File: config.mk
export PLATFORM = sky130hd
export DESIGN_NAME = scoreboard_warp_flat
export DESIGN_NICKNAME = d
export VERILOG_FILES = /design/src/rtl/scoreboard_warp_if.sv /design/src/rtl/scoreboard_warp.sv /design/src/flat_wrapper.sv
export SDC_FILE = /design/constraint.sdc
export NUM_CORES = 1
export LEC_CHECK = 0
export CAP_MARGIN = 0
export CORE_UTILIZATION = 54
export DETAILED_ROUTE_END_ITERATION = 8
export PLACE_DENSITY_LB_ADDON = 0.25
export SETUP_SLACK_MARGIN = 0.3
export SLEW_MARGIN = 20
export SYNTH_ARGS = -nofsm -noshare
export SYNTH_HDL_FRONTEND = slang
export SYNTH_SLANG_ARGS = --single-unit
File: constraint.sdc
create_clock -name clk -period 2.65 [get_ports clk]
set_clock_uncertainty 0.05 [all_clocks]
set_input_delay 0.53 -clock clk [delete_from_list [all_inputs] [get_ports clk]]
set_output_delay 0.53 -clock clk [all_outputs]
set_load 0.02 [all_outputs]
File: src/rtl/scoreboard_warp_if.sv
`default_nettype none
// +----------------------------------------------------------------------+
// | scoreboard_warp_if : issue-query / writeback bundle of scoreboard    |
// | Rev 1.0                                                              |
// +----------------------------------------------------------------------+
interface scoreboard_warp_if #(
  parameter int REG_ID_W = 5,
  parameter int ID_W     = 2
);
  logic [REG_ID_W-1:0] Src1_IB_Scb;
  logic [REG_ID_W-1:0] Src2_IB_Scb;
  logic [REG_ID_W-1:0] Dst_IB_Scb;
  logic                Src1_Valid_IB_Scb;
  logic                Src2_Valid_IB_Scb;
  logic                Dst_Valid_IB_Scb;
  logic                RP_Grt_IB_Scb;
  logic                Replayable_IB_Scb;
  logic                Replay_Complete_IB_Scb;
  logic [ID_W-1:0]     Replay_Complete_ScbID_IB_Scb;
  logic                Replay_Complete_SW_LWbar_IB_Scb;
  logic                Clear_Valid_WB_Scb;
  logic [ID_W-1:0]     Clear_ScbID_WB_Scb;
  logic                Full_Scb_IB;
  logic                Empty_Scb_IB;
  logic                Dependent_Scb_IB;
  logic [ID_W-1:0]     ScbID_Scb_IB;

  modport master (
    output Src1_IB_Scb, Src2_IB_Scb, Dst_IB_Scb,
    output Src1_Valid_IB_Scb, Src2_Valid_IB_Scb, Dst_Valid_IB_Scb,
    output RP_Grt_IB_Scb, Replayable_IB_Scb,
    output Replay_Complete_IB_Scb, Replay_Complete_ScbID_IB_Scb,
    output Replay_Complete_SW_LWbar_IB_Scb,
    output Clear_Valid_WB_Scb, Clear_ScbID_WB_Scb,
    input  Full_Scb_IB, Empty_Scb_IB, Dependent_Scb_IB, ScbID_Scb_IB
  );

  modport slave (
    input  Src1_IB_Scb, Src2_IB_Scb, Dst_IB_Scb,
    input  Src1_Valid_IB_Scb, Src2_Valid_IB_Scb, Dst_Valid_IB_Scb,
    input  RP_Grt_IB_Scb, Replayable_IB_Scb,
    input  Replay_Complete_IB_Scb, Replay_Complete_ScbID_IB_Scb,
    input  Replay_Complete_SW_LWbar_IB_Scb,
    input  Clear_Valid_WB_Scb, Clear_ScbID_WB_Scb,
    output Full_Scb_IB, Empty_Scb_IB, Dependent_Scb_IB, ScbID_Scb_IB
  );
endinterface
`default_nettype wire

File: src/rtl/scoreboard_warp.sv
`default_nettype none
// +----------------------------------------------------------------------+
// | scoreboard_warp : per-warp 4-entry RAW/WAW/memory-order scoreboard   |
// | Rev 1.0                                                              |
// +----------------------------------------------------------------------+
module scoreboard_warp #(
  parameter int NUM_ENTRIES = 4,
  parameter int REG_ID_W    = 5
) (
  input  wire logic              clk,
  input  wire logic              rst,
  scoreboard_warp_if.slave       scb_io
);
  localparam int ID_W = 2;

  logic [NUM_ENTRIES-1:0] valid_q, valid_d;
  logic [NUM_ENTRIES-1:0] pend_q,  pend_d;
  logic [NUM_ENTRIES-1:0] inc_q,   inc_d;
  logic [REG_ID_W-1:0]    dst_q [NUM_ENTRIES];
  logic [REG_ID_W-1:0]    dst_d [NUM_ENTRIES];

  logic [NUM_ENTRIES-1:0] free_w;
  logic [ID_W-1:0]        scbid_w;
  logic                   full_w;
  logic                   alloc_w;
  logic                   dep_w;

  assign free_w = ~valid_q;
  assign full_w = &valid_q;

  // Lowest-index free entry; stays 0 when nothing is free.
  always_comb begin
    scbid_w = '0;
    for (int i = NUM_ENTRIES - 1; i >= 0; i--) begin
      if (free_w[i]) scbid_w = ID_W'(i);
    end
  end

  // Instructions with nothing to wait for (e.g. branches) take no entry.
  assign alloc_w = scb_io.RP_Grt_IB_Scb & ~full_w &
                   (scb_io.Dst_Valid_IB_Scb | scb_io.Replayable_IB_Scb);

  always_comb begin
    pend_d  = pend_q;
    inc_d   = inc_q;
    valid_d = valid_q;
    dst_d   = dst_q;
    for (int i = 0; i < NUM_ENTRIES; i++) begin
      if (valid_q[i]) begin
        if (scb_io.Clear_Valid_WB_Scb && (scb_io.Clear_ScbID_WB_Scb == ID_W'(i)))
          pend_d[i] = 1'b0;
        if (scb_io.Replay_Complete_IB_Scb &&
            (scb_io.Replay_Complete_ScbID_IB_Scb == ID_W'(i))) begin
          inc_d[i] = 1'b0;
          if (scb_io.Replay_Complete_SW_LWbar_IB_Scb) pend_d[i] = 1'b0;
        end
        valid_d[i] = pend_d[i] | inc_d[i];
      end
      // Allocation only targets a pre-edge free slot, so it never collides with clears.
      if (alloc_w && (scbid_w == ID_W'(i))) begin
        valid_d[i] = 1'b1;
        dst_d[i]   = scb_io.Dst_IB_Scb;
        pend_d[i]  = scb_io.Dst_Valid_IB_Scb;
        inc_d[i]   = scb_io.Replayable_IB_Scb;
      end
    end
  end

  always_ff @(posedge clk or posedge rst) begin
    if (rst) begin
      valid_q <= '0;
      pend_q  <= '0;
      inc_q   <= '0;
      for (int i = 0; i < NUM_ENTRIES; i++) dst_q[i] <= '0;
    end else begin
      valid_q <= valid_d;
      pend_q  <= pend_d;
      inc_q   <= inc_d;
      dst_q   <= dst_d;
    end
  end

  // Hazards look only at registered state: no same-cycle clear bypass.
  always_comb begin
    dep_w = 1'b0;
    for (int i = 0; i < NUM_ENTRIES; i++) begin
      if (valid_q[i] && pend_q[i]) begin
        if (scb_io.Src1_Valid_IB_Scb && (scb_io.Src1_IB_Scb != '0) &&
            (scb_io.Src1_IB_Scb == dst_q[i])) dep_w = 1'b1;
        if (scb_io.Src2_Valid_IB_Scb && (scb_io.Src2_IB_Scb != '0) &&
            (scb_io.Src2_IB_Scb == dst_q[i])) dep_w = 1'b1;
        if (scb_io.Dst_Valid_IB_Scb && (scb_io.Dst_IB_Scb != '0) &&
            (scb_io.Dst_IB_Scb == dst_q[i])) dep_w = 1'b1;
      end
    end
    if (scb_io.Replayable_IB_Scb && |(valid_q & inc_q)) dep_w = 1'b1;
  end

  assign scb_io.Full_Scb_IB      = full_w;
  assign scb_io.Empty_Scb_IB     = ~|valid_q;
  assign scb_io.Dependent_Scb_IB = dep_w;
  assign scb_io.ScbID_Scb_IB     = scbid_w;

endmodule
`default_nettype wire
File: src/flat_wrapper.sv
// flat-port wrapper written by rule: the top's interface ports become plain ports
module scoreboard_warp_flat 
#(
  parameter int NUM_ENTRIES = 4,
  parameter int REG_ID_W    = 5
)
  (clk, rst, scb_io_Src1_IB_Scb, scb_io_Src2_IB_Scb, scb_io_Dst_IB_Scb, scb_io_Src1_Valid_IB_Scb, scb_io_Src2_Valid_IB_Scb, scb_io_Dst_Valid_IB_Scb, scb_io_RP_Grt_IB_Scb, scb_io_Replayable_IB_Scb, scb_io_Replay_Complete_IB_Scb, scb_io_Replay_Complete_ScbID_IB_Scb, scb_io_Replay_Complete_SW_LWbar_IB_Scb, scb_io_Clear_Valid_WB_Scb, scb_io_Clear_ScbID_WB_Scb, scb_io_Full_Scb_IB, scb_io_Empty_Scb_IB, scb_io_Dependent_Scb_IB, scb_io_ScbID_Scb_IB);
  scoreboard_warp_if #(.REG_ID_W(REG_ID_W)) scb_io_i ();
  input  wire logic clk;
  input  wire logic rst;
  input wire logic [$bits(scb_io_i.Src1_IB_Scb)-1:0] scb_io_Src1_IB_Scb;
  input wire logic [$bits(scb_io_i.Src2_IB_Scb)-1:0] scb_io_Src2_IB_Scb;
  input wire logic [$bits(scb_io_i.Dst_IB_Scb)-1:0] scb_io_Dst_IB_Scb;
  input wire logic [$bits(scb_io_i.Src1_Valid_IB_Scb)-1:0] scb_io_Src1_Valid_IB_Scb;
  input wire logic [$bits(scb_io_i.Src2_Valid_IB_Scb)-1:0] scb_io_Src2_Valid_IB_Scb;
  input wire logic [$bits(scb_io_i.Dst_Valid_IB_Scb)-1:0] scb_io_Dst_Valid_IB_Scb;
  input wire logic [$bits(scb_io_i.RP_Grt_IB_Scb)-1:0] scb_io_RP_Grt_IB_Scb;
  input wire logic [$bits(scb_io_i.Replayable_IB_Scb)-1:0] scb_io_Replayable_IB_Scb;
  input wire logic [$bits(scb_io_i.Replay_Complete_IB_Scb)-1:0] scb_io_Replay_Complete_IB_Scb;
  input wire logic [$bits(scb_io_i.Replay_Complete_ScbID_IB_Scb)-1:0] scb_io_Replay_Complete_ScbID_IB_Scb;
  input wire logic [$bits(scb_io_i.Replay_Complete_SW_LWbar_IB_Scb)-1:0] scb_io_Replay_Complete_SW_LWbar_IB_Scb;
  input wire logic [$bits(scb_io_i.Clear_Valid_WB_Scb)-1:0] scb_io_Clear_Valid_WB_Scb;
  input wire logic [$bits(scb_io_i.Clear_ScbID_WB_Scb)-1:0] scb_io_Clear_ScbID_WB_Scb;
  output wire logic [$bits(scb_io_i.Full_Scb_IB)-1:0] scb_io_Full_Scb_IB;
  output wire logic [$bits(scb_io_i.Empty_Scb_IB)-1:0] scb_io_Empty_Scb_IB;
  output wire logic [$bits(scb_io_i.Dependent_Scb_IB)-1:0] scb_io_Dependent_Scb_IB;
  output wire logic [$bits(scb_io_i.ScbID_Scb_IB)-1:0] scb_io_ScbID_Scb_IB;
  assign scb_io_i.Src1_IB_Scb = scb_io_Src1_IB_Scb;
  assign scb_io_i.Src2_IB_Scb = scb_io_Src2_IB_Scb;
  assign scb_io_i.Dst_IB_Scb = scb_io_Dst_IB_Scb;
  assign scb_io_i.Src1_Valid_IB_Scb = scb_io_Src1_Valid_IB_Scb;
  assign scb_io_i.Src2_Valid_IB_Scb = scb_io_Src2_Valid_IB_Scb;
  assign scb_io_i.Dst_Valid_IB_Scb = scb_io_Dst_Valid_IB_Scb;
  assign scb_io_i.RP_Grt_IB_Scb = scb_io_RP_Grt_IB_Scb;
  assign scb_io_i.Replayable_IB_Scb = scb_io_Replayable_IB_Scb;
  assign scb_io_i.Replay_Complete_IB_Scb = scb_io_Replay_Complete_IB_Scb;
  assign scb_io_i.Replay_Complete_ScbID_IB_Scb = scb_io_Replay_Complete_ScbID_IB_Scb;
  assign scb_io_i.Replay_Complete_SW_LWbar_IB_Scb = scb_io_Replay_Complete_SW_LWbar_IB_Scb;
  assign scb_io_i.Clear_Valid_WB_Scb = scb_io_Clear_Valid_WB_Scb;
  assign scb_io_i.Clear_ScbID_WB_Scb = scb_io_Clear_ScbID_WB_Scb;
  assign scb_io_Full_Scb_IB = scb_io_i.Full_Scb_IB;
  assign scb_io_Empty_Scb_IB = scb_io_i.Empty_Scb_IB;
  assign scb_io_Dependent_Scb_IB = scb_io_i.Dependent_Scb_IB;
  assign scb_io_ScbID_Scb_IB = scb_io_i.ScbID_Scb_IB;
  scoreboard_warp #(.NUM_ENTRIES(NUM_ENTRIES), .REG_ID_W(REG_ID_W)) u_core (.clk(clk), .rst(rst), .scb_io(scb_io_i));
endmodule
=== After elaboration in Yosys (flattened, before gate mapping) ===
Cells that the tools add are included.

* Bits in registers: 32
* Memories kept: 0
* Output and inout bits: 5
* ROM bits: 0
* Bits of input ports: 29
* Memory bits (writable): 0
* Logic and storage cells: 159
* Latch bits: 0

* $add $sub $neg: 0
* Bitwise operators: 10
* Multiply operators: 0
* Equal/unequal tests: 21
* Divide/modulo/power cells: 0
* Magnitude comparators: 0
* Mux-type cells: 69
* Shifts and indexed selects: 0
* Reduce and logical (&&, ||, !) cells: 46

{| class="wikitable"
|+ Operators by type and width
! cell !! number
|-
| $mux 1 || 65
|-
| $eq 5x5->1 || 12
|-
| $logic_and 1x1->1 || 32
|-
| $reduce_bool 5->1 || 3
|-
| $eq 2x2->1 const B || 6
|-
| $mux 2 || 4
|-
| $reduce_bool 2->1 || 4
|-
| $reduce_or 4->1 || 2
|-
| $eq 2x1->1 const B || 3
|-
| $logic_not 2->1 || 3
|-
| $or 1x1->1 || 5
|-
| $and 4x4->4 || 1
|-
| $not 4->4 || 1
|-
| $reduce_and 4->1 || 1
|-
| $and 1x1->1 || 2
|-
| $logic_not 1->1 || 1
|-
| $not 1->1 || 1
|}

=== Depth between registers and ports, before layout ===
* Depth after elaboration: 20
* Depth in mapped cells: 7
* Depth with buffers taken out: 6

=== Worst setup path before layout ===
No wires, ideal clock.

* Path kind: in2out
* From: in scb_io_Src1_IB_Scb[3]
* To: out scb_io_Dependent_Scb_IB
* Buffers on the path: 1
* Setup slack: 0.265 ns
* Arrival: 1.805 ns
* Cell stages on the path: 6
* Path through: buf_2 -> or4_1 -> o21ai_1 -> nor4_2 -> o311ai_1 -> nand2_1

* Word-level cells in the longest chain between the ends: 20
* Elaborated cells on any way between the ends: 27

{| class="wikitable"
|+ RTL lines
! item !! RTL line !! source
|-
| start: declaration || flat_wrapper.sv:11 || <nowiki>input wire logic [$bits(scb_io_i.Src1_IB_Scb)-1:0] scb_io_Src1_IB_Scb;</nowiki>
|-
| $reduce_bool 5->1 || scoreboard_warp.sv:88 || <nowiki>if (scb_io.Src1_Valid_IB_Scb && (scb_io.Src1_IB_Scb != '0) &&</nowiki>
|-
| $logic_and 1x1->1 (2 in series) || scoreboard_warp.sv:88 ||
|-
| $mux 1 || scoreboard_warp.sv:88 ||
|-
| $mux 1 || scoreboard_warp.sv:90 || <nowiki>if (scb_io.Src2_Valid_IB_Scb && (scb_io.Src2_IB_Scb != '0) &&</nowiki>
|-
| $mux 1 || scoreboard_warp.sv:92 || <nowiki>if (scb_io.Dst_Valid_IB_Scb && (scb_io.Dst_IB_Scb != '0) &&</nowiki>
|-
| $mux 1 || scoreboard_warp.sv:87 || <nowiki>if (valid_q[i] && pend_q[i]) begin</nowiki>
|-
| $mux 1 || scoreboard_warp.sv:88 ||
|-
| $mux 1 || scoreboard_warp.sv:90 ||
|-
| [3 not listed] || n/a ||
|-
| $mux 1 || scoreboard_warp.sv:90 ||
|-
| $mux 1 || scoreboard_warp.sv:92 ||
|-
| $mux 1 || scoreboard_warp.sv:87 ||
|-
| $mux 1 || scoreboard_warp.sv:88 ||
|-
| $mux 1 || scoreboard_warp.sv:90 ||
|-
| $mux 1 || scoreboard_warp.sv:92 ||
|-
| $mux 1 * || scoreboard_warp.sv:87 ||
|-
| $mux 1 * || scoreboard_warp.sv:96 || <nowiki>if (scb_io.Replayable_IB_Scb && |(valid_q & inc_q)) dep_w = 1'b1;</nowiki>
|-
| end: declaration || flat_wrapper.sv:26 || <nowiki>output wire logic [$bits(scb_io_i.Dependent_Scb_IB)-1:0] scb_io_Dependent_Scb_IB;</nowiki>
|}

Mark *: on every way between the ends. The rest lies on a longest branch, timed or not.

=== Final worst setup path ===
* From: in scb_io_Dst_IB_Scb[1]
* To: out scb_io_Dependent_Scb_IB

* Word-level cells in the longest chain between the ends: 18
* Elaborated cells on any way between the ends: 25

{| class="wikitable"
|+ RTL lines
! item !! RTL line !! source
|-
| start: declaration || flat_wrapper.sv:13 || <nowiki>input wire logic [$bits(scb_io_i.Dst_IB_Scb)-1:0] scb_io_Dst_IB_Scb;</nowiki>
|-
| $reduce_bool 5->1 || scoreboard_warp.sv:92 ||
|-
| $logic_and 1x1->1 (2 in series) || scoreboard_warp.sv:92 ||
|-
| $mux 1 || scoreboard_warp.sv:92 ||
|-
| $mux 1 || scoreboard_warp.sv:87 ||
|-
| $mux 1 || scoreboard_warp.sv:88 ||
|-
| $mux 1 || scoreboard_warp.sv:90 ||
|-
| $mux 1 || scoreboard_warp.sv:92 ||
|-
| $mux 1 || scoreboard_warp.sv:87 ||
|-
| $mux 1 || scoreboard_warp.sv:88 ||
|-
| $mux 1 || scoreboard_warp.sv:90 ||
|-
| $mux 1 || scoreboard_warp.sv:92 ||
|-
| $mux 1 || scoreboard_warp.sv:87 ||
|-
| $mux 1 || scoreboard_warp.sv:88 ||
|-
| $mux 1 || scoreboard_warp.sv:90 ||
|-
| $mux 1 || scoreboard_warp.sv:92 ||
|-
| $mux 1 * || scoreboard_warp.sv:87 ||
|-
| $mux 1 * || scoreboard_warp.sv:96 ||
|}

Marked as above.

==> reports/qor.csv <==
stage;metric;value;unit
die;die_w;66.9;um
finish;fillerInstances;294;
route;drt.antenna.violating_nets;0;
grt;grt_first_pass_wirelength;10000;um
timing;maxClockFrequency;387;MHz
pwr;powerDensity;902;mW/mm^2
synth;yosys_warnings;0;
setup_path;critical_path_arrival;2.01;ns
setup_path;path_cells;dlygate4sd2_1 > buf_4 > xor2_1 > or3_1 > a31oi_1 > nor4_2 > nand2_1 > buf_6;
timing;timing.final.crit_period;2.59;ns
synth;synthArstFlopShare;1.00;
synth;synth_ff_type;sky130_fd_sc_hd__dfrtp_1;
route;avgRoutedWirePerCell;17.5;um
grt;number_of_antenna_violations_at_the_first_check_in_global_routing;0;
die;floorplan.io_pins;34;
setup_path;worst-path-max-fanout;3;
synth;syn-instance-count;246;
setup_path;slowest_delay;0.33;ns
setup_path;worst-r2r-cell-count;6;
worst_hold_path;min_path_cells;2;
timing;slew_violations;0;
finish;drive_above_1_share;0.282;
timing;maxSlewHeadroom;0.675;
worst_hold_path;worst_hold_path_type;flip-flop to flip-flop;
timing;worst_slew_pin_slew;0.487;ns
synth;synth_area;0.00228;sq mm
setup_path;required;2.07;ns
setup_path;reg2reg_from;u_core.valid_q[2];
job;maxCapViolCount;0;
die;std_cell_rows;23;
die;placeableCoreArea;0.00403;sq mm
setup_path;endpoint_kind;output port;
timing;fin_tns_setup;0;ns
grt;grt_pass1_vias;1999;
clock_network;clock_tree_from_tritoncts;yes;
finish;n_antenna_cell;0;
finish;finalNetCount;333;
synth;synth_area_leaders;sky130_fd_sc_hd__dfrtp_1 (35%), sky130_fd_sc_hd__xnor2_1 (17%), sky130_fd_sc_hd__mux2_2 (7.9%);
finish;synthesis_to_finish_area_growth;29.9;%
grt;congestion_overflow_gr;0;
outcome;run_status;finished, final reports clean;
timing;hold_viol_final;0;
clock_network;htreeDepth;2;
timing;final_min_period_over_clock_period;0.976;
clock_network;worst_skew_pair_later_pin_latency;0.28;ns
placement;detailedPlacementHpwl;4740;um
timing;setup_violations;0;
synth;synth.ff_latch_count;32;
worst_hold_path;timing.hold.worst_endpoint;u_core.inc_q[2];
clock_network;cts.sink_count;32;
worst_hold_path;timing.hold.worst.start;u_core.inc_q[2];
setup_path;critical_setup_path_kind;input pin to output port;
pwr;overall_power;2.67;mW
setup_path;regToRegEndpoint;u_core.dst_q[3];
route;dr.pass1.iters;4;
die;initial_utilization;0.565;
synth;postSynthNetCount;275;
synth;synth_edf_count;0;
setup_path;cp_slowest_cell;sky130_fd_sc_hd__or3_1;
synth;netlist.area_leader.share;0.352;
setup_path;critical_path.startpoint_type;input pin;
setup_path;reg2reg_slack;0.86;ns
route;drt-total-wl;6230;um
grt;grt_usage;0.311;
pwr;power.static_leakage;1.24;nW
setup_path;path_delay_family;buffers and inverters;
clock_network;cts-buffers-inserted;5;
setup_path;critical_path_buf_inv_count;3;
route;via_count;2014;
placement;buffer_ports.inserted;33;
clock_network;number_of_buffers_between_clock_root_and_the_deepest_sink;2;
synth;synth_largest_area_cell;sky130_fd_sc_hd__dfrtp_1;
synth;post_synth.cell_area_avg;9.26;sq um
grt;grt_start_max_net_pins;33;
die;die_extent_in_y;66.9;um
pwr;max-vdd-ir-drop;676;uV
route;post-route-drc-count;0;
timing;grt_setup_unrepaired;yes;
clock_network;cts.reportedPaths.clkPinSlew;0.07;ns
route;initialDrtViolationCount;161;
placement;gpl_congestion;0.852;
die;design.die.area;0.00448;sq mm
route;drt-vias-per-instance;5.67;
synth;most_instantiated_cells_after_synthesis;sky130_fd_sc_hd__xnor2_1 (44), sky130_fd_sc_hd__dfrtp_1 (32), sky130_fd_sc_hd__nand2_1 (25);
synth;proportion_of_synthesized_chip_area_in_sequential_cells;0.352;
clock_network;clk_root_buffer_cell;sky130_fd_sc_hd__clkbuf_8;
synth;synth.most_common_cell;sky130_fd_sc_hd__xnor2_1;
synth;post_synth_num_cell_types;37;
## layout by cell type (no fill, tap or decap), types with 6 or more instances in the layout
cell type,count
sky130_fd_sc_hd__a21oi_1,6
sky130_fd_sc_hd__buf_2,7
sky130_fd_sc_hd__buf_4,37
sky130_fd_sc_hd__clkbuf_8,6
sky130_fd_sc_hd__clkdlybuf4s50_1,15
sky130_fd_sc_hd__dfrtp_1,32
sky130_fd_sc_hd__inv_1,9
sky130_fd_sc_hd__mux2_2,16
sky130_fd_sc_hd__nand2_1,25
sky130_fd_sc_hd__nand3_1,6
sky130_fd_sc_hd__nand4_1,10
sky130_fd_sc_hd__nor2_1,9
sky130_fd_sc_hd__o21ai_0,9
sky130_fd_sc_hd__or3_1,8
sky130_fd_sc_hd__xnor2_1,44
sky130_fd_sc_hd__xor2_1,14
## registers in the layout, summed over array words and instances (netlist names)
| register | cells |
|---|---|
| u_core.inc_q | 4 |
| u_core.dst_q | 20 |
| u_core.pend_q | 4 |
| u_core.valid_q | 4 |
## worst max-delay path by stage
stage                     startpoint                       to  cells past startpoint
2_1_floorplan  scb_io_Src2_IB_Scb[3]  scb_io_Dependent_Scb_IB                      6
3_3_place_gp   scb_io_Src1_IB_Scb[0]  scb_io_Dependent_Scb_IB                      9
3_5_place_dp   scb_io_Src1_IB_Scb[0]  scb_io_Dependent_Scb_IB                      9
4_1_cts        scb_io_Src1_IB_Scb[3]  scb_io_Dependent_Scb_IB                      8
5_1_grt        scb_io_Src1_IB_Scb[0]  scb_io_Dependent_Scb_IB                      8
6_report        scb_io_Dst_IB_Scb[1]  scb_io_Dependent_Scb_IB                      8
## tightest hold or removal path: cells and delay by family (launching register included)
family	cells	cell delay, ns
flip-flops	1	0.35
AO/OA/AOI/OAI	1	0.07
AND/OR/NAND/NOR	1	0.06
## layout make-up
type	instances	area (sq um)	area share
clock buffers	8	90.1	0.0305
repair buffers	71	588	0.199
well taps	50	62.6	0.0212
multi-input cells	185	1380	0.467
inverters	9	33.8	0.0114
flip-flops and latches	32	801	0.271
## logic make-up (layout without fill, tap and decap cells)
family	after synthesis	after routing	share of synthesized area
AOI/OAI and AO/OA	36	36	0.106
xor gates and xnor gates	58	58	0.223
buffers and inverters	29	88	0.0654
DFF	32	32	0.352
muxes	16	16	0.0791
and+or+nand+nor	75	75	0.175
## through the flow
step                area (sq um)  cells   util  hold WS, ns  setup slack, ns
detailed placement          2840    346  0.704        0.454           -0.744
global placement            2840    346  0.704        0.441           -0.741
CTS                         2940    355  0.730        0.469           0.0325
floorplan                   2280    246      -        0.418            0.269
global route                2960    355  0.734        0.481          0.00131
finish                      2960    355  0.734        0.462           0.0638
## report_power, final
part	internal, mW	switching [mW]	leakage [nW]
registers	0.721	0.334	0.394
clock network	0.212	0.174	0.0455
logic	0.679	0.549	0.803
## repair_timing
item                                    in CTS  in global routing
resized for setup                           63                 12
endpoints found under the hold margin        0                  0
pin swaps                                   11                  8
hold buffers                                 0                  0
gates cloned                                 0                  0
endpoints found under the setup margin       1                  3
buffers inserted                             1                  0
## metal layers
metal / up-vias / wire length (um) / GRT usage
met5: - / 0 / 0
met4: 0 / 61 / 0.0878
met3: 6 / 318 / 0.0582
met2: 55 / 2990 / 0.497
met1: 987 / 2860 / 0.423
li1: 966 / - / -
No activity file was read; power rests on OpenSTA's default activity.
